==> config.mk <==
export PLATFORM = sky130hd
export DESIGN_NAME = sdram_arbiter
export DESIGN_NICKNAME = d
export VERILOG_FILES = /design/src/rtl/sdram_arbiter.sv
export SDC_FILE = /design/constraint.sdc
export NUM_CORES = 1
export LEC_CHECK = 0
export BUFFER_PORTS_ARGS = -buffer_cell sky130_fd_sc_hd__buf_2
export CAP_MARGIN = 10
export CORE_ASPECT_RATIO = 2
export CORE_MARGIN = 1.5
export CORE_UTILIZATION = 27
export DETAILED_ROUTE_END_ITERATION = 10
export GPL_TIMING_DRIVEN = 0
export PLACE_DENSITY_LB_ADDON = 0.15
export SLEW_MARGIN = 20
export SYNTH_ARGS = -nofsm -noshare
export SYNTH_HDL_FRONTEND = slang
export SYNTH_SLANG_ARGS = --single-unit
export TNS_END_PERCENT = 1
==> constraint.sdc <==
create_clock -name clock -period 1.7 [get_ports clock]
set_input_delay 0.51 -clock clock [delete_from_list [all_inputs] [get_ports clock]]
set_output_delay 0.51 -clock clock [all_outputs]
set_load 0.03 [all_outputs]
==> src/rtl/sdram_arbiter.sv <==
// sdram_arbiter: round-robin two-master arbiter and refresh scheduler in front of the SDRAM Control sequencer.
// Optional feature: define SDRAM_ARB_REFRESH_EN to build the refresh timer, REFRESH state, ref_req and ref_overrun.
module sdram_arbiter #(
    parameter int ADDR_W         = 16,
    parameter int REFRESH_PERIOD = 780
) (
    input  logic              clock,
    input  logic              reset,
    input  logic              req0,
    input  logic              req1,
    input  logic              wr0,
    input  logic              wr1,
    input  logic [2:0]        burst0,
    input  logic [2:0]        burst1,
    input  logic [ADDR_W-1:0] addr0,
    input  logic [ADDR_W-1:0] addr1,
    output logic              gnt0,
    output logic              gnt1,
    output logic              done0,
    output logic              done1,
    input  logic              ctl_idle,
    output logic              ctl_write,
    output logic              ctl_biwen,
    output logic              ctl_biren,
    output logic [2:0]        ctl_burst,
    output logic [ADDR_W-1:0] ctl_addr,
    output logic              ref_req,
    input  logic              ref_ack,
    output logic              ref_overrun
);
    typedef enum logic [2:0] {
        IDLE,
        ISSUE,
        WAIT_START,
        WAIT_DONE
`ifdef SDRAM_ARB_REFRESH_EN
        , REFRESH
`endif
    } state_t;

    state_t              state_q, state_d;
    logic                last_q, last_d;
    logic                sel_q, sel_d;
    logic [2:0]          cnt_q, cnt_d;
    logic                ctl_write_q, ctl_write_d;
    logic [2:0]          ctl_burst_q, ctl_burst_d;
    logic [ADDR_W-1:0]   ctl_addr_q, ctl_addr_d;
    logic                gnt0_q, gnt0_d, gnt1_q, gnt1_d;
    logic                done0_q, done0_d, done1_q, done1_d;
    logic                biwen_q, biwen_d, biren_q, biren_d;
    logic                win;

    // requester 1 wins when it is alone, or when both ask and 0 was served last
    assign win = req1 & (~req0 | ~last_q);

`ifdef SDRAM_ARB_REFRESH_EN
    localparam int TW = $clog2(REFRESH_PERIOD);
    localparam logic [TW-1:0] RELOAD = TW'(REFRESH_PERIOD - 1);

    logic [TW-1:0] tmr_q, tmr_d;
    logic          pend_q, pend_d;
    logic          ref_req_q, ref_req_d;
    logic          overrun_q, overrun_d;
    logic          expire, ack_take;

    // free-running refresh timer; an expiry re-arms pending even on the edge an ack clears it
    always_comb begin
        expire    = tmr_q == '0;
        ack_take  = (state_q == REFRESH) && ref_ack;
        tmr_d     = expire ? RELOAD : tmr_q - TW'(1);
        pend_d    = expire | (pend_q & ~ack_take);
        overrun_d = overrun_q | (expire & pend_q & ~ack_take);
    end

    // refresh timer and flag registers
    always_ff @(posedge clock or posedge reset) begin
        if (reset) begin
            tmr_q     <= RELOAD;
            pend_q    <= 1'b0;
            ref_req_q <= 1'b0;
            overrun_q <= 1'b0;
        end else begin
            tmr_q     <= tmr_d;
            pend_q    <= pend_d;
            ref_req_q <= ref_req_d;
            overrun_q <= overrun_d;
        end
    end

    assign ref_req     = ref_req_q;
    assign ref_overrun = overrun_q;
`else
    logic unused_ref_ack;
    assign unused_ref_ack = ref_ack;
    assign ref_req        = 1'b0;
    assign ref_overrun    = 1'b0;
`endif

    // next-state and registered-output logic of the transfer sequencer
    always_comb begin
        state_d     = state_q;
        last_d      = last_q;
        sel_d       = sel_q;
        cnt_d       = cnt_q;
        ctl_write_d = ctl_write_q;
        ctl_burst_d = ctl_burst_q;
        ctl_addr_d  = ctl_addr_q;
        gnt0_d      = 1'b0;
        gnt1_d      = 1'b0;
        done0_d     = 1'b0;
        done1_d     = 1'b0;
        biwen_d     = 1'b0;
        biren_d     = 1'b0;
`ifdef SDRAM_ARB_REFRESH_EN
        ref_req_d   = 1'b0;
`endif
        case (state_q)
            IDLE: begin
`ifdef SDRAM_ARB_REFRESH_EN
                if (pend_q) begin
                    state_d   = REFRESH;
                    ref_req_d = 1'b1;
                end else
`endif
                if (req0 || req1) begin
                    sel_d       = win;
                    last_d      = win;
                    ctl_write_d = win ? wr1 : wr0;
                    ctl_burst_d = win ? burst1 : burst0;
                    ctl_addr_d  = win ? addr1 : addr0;
                    gnt0_d      = ~win;
                    gnt1_d      = win;
                    state_d     = ISSUE;
                end
            end
            ISSUE: begin
                biwen_d = ctl_write_q;
                biren_d = ~ctl_write_q;
                cnt_d   = 3'd0;
                state_d = WAIT_START;
            end
            WAIT_START: begin
                if (!ctl_idle)
                    state_d = WAIT_DONE;
                else if (cnt_q == 3'd7)
                    state_d = ISSUE;
                else
                    cnt_d = cnt_q + 3'd1;
            end
            WAIT_DONE: begin
                if (ctl_idle) begin
                    done0_d = ~sel_q;
                    done1_d = sel_q;
                    state_d = IDLE;
                end
            end
`ifdef SDRAM_ARB_REFRESH_EN
            REFRESH: begin
                ref_req_d = ~ref_ack;
                state_d   = ref_ack ? IDLE : REFRESH;
            end
`endif
            default: state_d = IDLE;
        endcase
    end

    // sequencer registers; reset abandons any in-flight transfer without a done
    always_ff @(posedge clock or posedge reset) begin
        if (reset) begin
            state_q     <= IDLE;
            last_q      <= 1'b1;
            sel_q       <= 1'b0;
            cnt_q       <= 3'd0;
            ctl_write_q <= 1'b0;
            ctl_burst_q <= 3'd0;
            ctl_addr_q  <= '0;
            gnt0_q      <= 1'b0;
            gnt1_q      <= 1'b0;
            done0_q     <= 1'b0;
            done1_q     <= 1'b0;
            biwen_q     <= 1'b0;
            biren_q     <= 1'b0;
        end else begin
            state_q     <= state_d;
            last_q      <= last_d;
            sel_q       <= sel_d;
            cnt_q       <= cnt_d;
            ctl_write_q <= ctl_write_d;
            ctl_burst_q <= ctl_burst_d;
            ctl_addr_q  <= ctl_addr_d;
            gnt0_q      <= gnt0_d;
            gnt1_q      <= gnt1_d;
            done0_q     <= done0_d;
            done1_q     <= done1_d;
            biwen_q     <= biwen_d;
            biren_q     <= biren_d;
        end
    end

    assign gnt0      = gnt0_q;
    assign gnt1      = gnt1_q;
    assign done0     = done0_q;
    assign done1     = done1_q;
    assign ctl_write = ctl_write_q;
    assign ctl_burst = ctl_burst_q;
    assign ctl_addr  = ctl_addr_q;
    assign ctl_biwen = biwen_q;
    assign ctl_biren = biren_q;
endmodule

==> summary.md <==
| Metric | Value |
|---|---|
| Outcome | complete, no violations |
| Worst Clk Skew | around 0.0018 ns |
| Final HPWL DP | approximately 3.2 mm |
| Static leakage | roughly 1.3 nW |
| Hold WS | around 0.35 ns |
| Final core area utilization | ~38% |
| Die W | between 50 and 60 um |
| Hold Fails Final Rpt | 0 |
| Clock Tree Root | clkbuf_16 |
| Layout fillers | roughly 670 |
| Cell mode on critical path | ha_1 |
| Initial antenna violation count | 0 |
| I/O Buffers | 70 |
| Area of the multi-input gates | roughly 650 um2 |
| Cts bufs inserted | 5 |
| Worst skew pair latency | around 0.28 ns |
| Nets | just under 300 |
| CTS tree | done |
| Max stage delay on crit path | roughly 0.41 ns |
| Inst Count DP | roughly 330 |
| Vias in the first global route | 1,423 |
| Final Cell Area | 2350 um2 |
| Drt first pass iters | 4 |
| Power per Cell Area | around 1800 nW/um2 |
| Async SR Flop Fraction | 100% |
| Avg Synthesized Cell Area | 10.4 um2 |
| Flip-flop and latch area | approximately 830 um2 |
| Warnings, synthesis | 0 |
| Hold WC Path Type | input port to async pin |
| Setup slack, reg-to-reg | 0.22 ns |
| Endpoints failing setup | 0 |
| Antenna diodes | 0 |
| Die area | roughly 7000 um2 |
| Worst-Margin Slew | slightly above 0.7 ns |
| Final period util | between 80% and 90% |
| CP startpoint kind | register |
| Setup Buffers After CTS | 0 |
| Dpl cell area | roughly 2200 um2 |
| Yosys cell types | 29 |
| Cell count after synthesis | approximately 170 |
| Minimum clock period | around 1.5 ns |
| Slew Limit Fails | 0 |
| Total gr overflow | 0 |
| Sequential cell area fraction in the yosys report | between 40% and 50% |
| Core Area | about 6300 um2 |
| Initial Util | between 20% and 30% |
| CTS clk-pin slew, worst paths | approximately 0.050 ns |
| Worst path slowest cell | dfrtp_1 |
| CTS sink count | 33 |
| Family with the most delay on the worst path | adder cells |
| Routed Antenna Nets | 0 |
| IO Count | 74 |
| Worst setup margin | roughly 0.22 ns |
| EDFF count, synth | 0 |
| Area growth from synthesis to layout | 34.6% |
| Maxcap violations | 0 |
| GR Util All Layers | a little over an eighth |
| Critical path buffers and inverters | 0 |
| Slew margin rel. | a little over half |
| Layout Cells excl Fill | roughly 330 |
| Detailed-route wire length | ~4.2 mm |
| DR iter-0 viols | 42 |
| Worst Setup End Kind | register |
| Vias/cell | around 4.2 |
| Synth Cell Area | 1750 um2 |
| Site Rows | 41 |
| Reg2reg start | cnt_q[0] |
| Crit path cell chain | ha_1 > ha_1 > nor2b_1 > a21boi_1 > o2bb2ai_1 |
| Maximum clock frequency | just under 700 MHz |
| Avg WL per Cell | between 10 and 15 um |
| Max FO, Critical Path | 4 |
| FF-to-FF path depth | 5 |
| Global placement routability congestion | around 0.71 |
| VDD IR max | around 440 uV |
| Top_reg_cell synth | dfrtp_1 |
| FF+latch count, synth | 33 |
| Largest net degree at the start of global routing | 34 |
| Share of cells above drive strength 1 | around half |
| Pwr Total | around 4.3 mW |
| Critical R2R Capture | cnt_q[2] |
| Post-route setup TNS | 0 ns |
| RSZ-0062 raised after global routing | no |
| CTS max path bufs | 2 |
| Worst EP required | between 1.5 and 2 ns |
| Pre-CTS setup slack | between 0.2 and 0.25 ns |
| First-pass GRT wire length | approximately 6.7 mm |
| CP Data Arrival Time | between 1.5 and 2 ns |
| # H-tree levels | 2 |
| Die Y-Extent | roughly 120 um |
| Crit path kind | register to register |
| DRC viols | 0 |
| Via count of the routed design | ~1,400 |
| # resized after CTS | 0 |
| Hold buffer count at cts | 0 |
==> cell type report <==
class	instances	share of cell area (%)
sequential	33	35.2
multi-input combinational	77	27.6
timing repair buffer	70	14.9
inverter	47	7.50
clock buffer	7	6.07
tap	86	4.58
buffer	12	4.15
==> cell usage after synthesis (all sizes together), types with 2 or more instances <==
cell type | n | area share [%]
buf | 10 | 4.9
ha | 2 | 1.4
inv | 47 | 10
o21ai | 24 | 9.0
clkbuf | 2 | 0.72
a31oi | 2 | 0.72
dfrtp | 32 | 46
nor2b | 3 | 1.1
o2bb2ai | 4 | 2.0
nand2 | 5 | 1.1
nand3 | 3 | 1.1
nor2 | 6 | 1.4
o221ai | 20 | 16
==> where the power goes <==
part | switching [mW] | total, mW | internal (mW)
Clock | 0.319 | 0.893 | 0.574
Combinational | 1.26 | 2.03 | 0.774
Sequential | 0.201 | 1.33 | 1.13
==> flip-flops by register name, summed over array words and instances, names as in the netlist <==
name and count:
ctl_burst 3, done1 1, gnt1 1, gnt0 1, done0 1, cnt_q 3, state_q 2, last_q 1
ctl_addr 16, ctl_biwen 1, sel_q 1, ctl_write 1, ctl_biren 1
==> cell families after synthesis <==
kind of cell | share of synthesized area, %
adders and majority gates | 1.43
muxes | 0.573
buffers and inverters | 15.7
other | 0.215
DFF | 47.3
and+or+nand+nor | 6.45
AOI/OAI and AO/OA | 28.3
==> worst register-to-register path: cells and delay by family, from the launching register on <==
family / cells / cell delay (ns)
adder cells (fa/ha/maj): 2 / 0.43
flip-flops: 1 / 0.41
AO/OA/AOI/OAI: 2 / 0.30
AND/OR/NAND/NOR: 1 / 0.22
==> cell usage in the layout (no fill, tap or decap), drive strengths merged <==
cell / instances
buf: 80
inv: 47
dfrtp: 32
o21ai: 24
o221ai: 20
clkbuf: 9
nor2: 6
nand2: 5
o2bb2ai: 4
nor2b: 3
nand3: 3
a31oi: 2
ha: 2
conb: 2
nand2b: 1
or2: 1
or2b: 1
a21boi: 1
nor3b: 1
mux2i: 1
dfstp: 1
==> layer usage <==
layer / part of all wire, % / wire [um] / track usage [%]
met2: 56 / 2380 / 24.0
met4: 2.5 / 104 / 6.67
met1: 36 / 1510 / 12.7
met5: 0 / 0 / 0
met3: 5.4 / 230 / 4.10
==> worst max path at each step <==
stage / startpoint / endpoint / cells past startpoint
floorplan: cnt_q[0] / cnt_q[1] / 5
global placement: reset / done1 / 2
detailed placement: cnt_q[0] / cnt_q[2] / 5
CTS: cnt_q[0] / cnt_q[2] / 5
global route: cnt_q[0] / cnt_q[2] / 5
finish: cnt_q[0] / cnt_q[2] / 5
No activity file was read; power rests on OpenSTA's default activity.
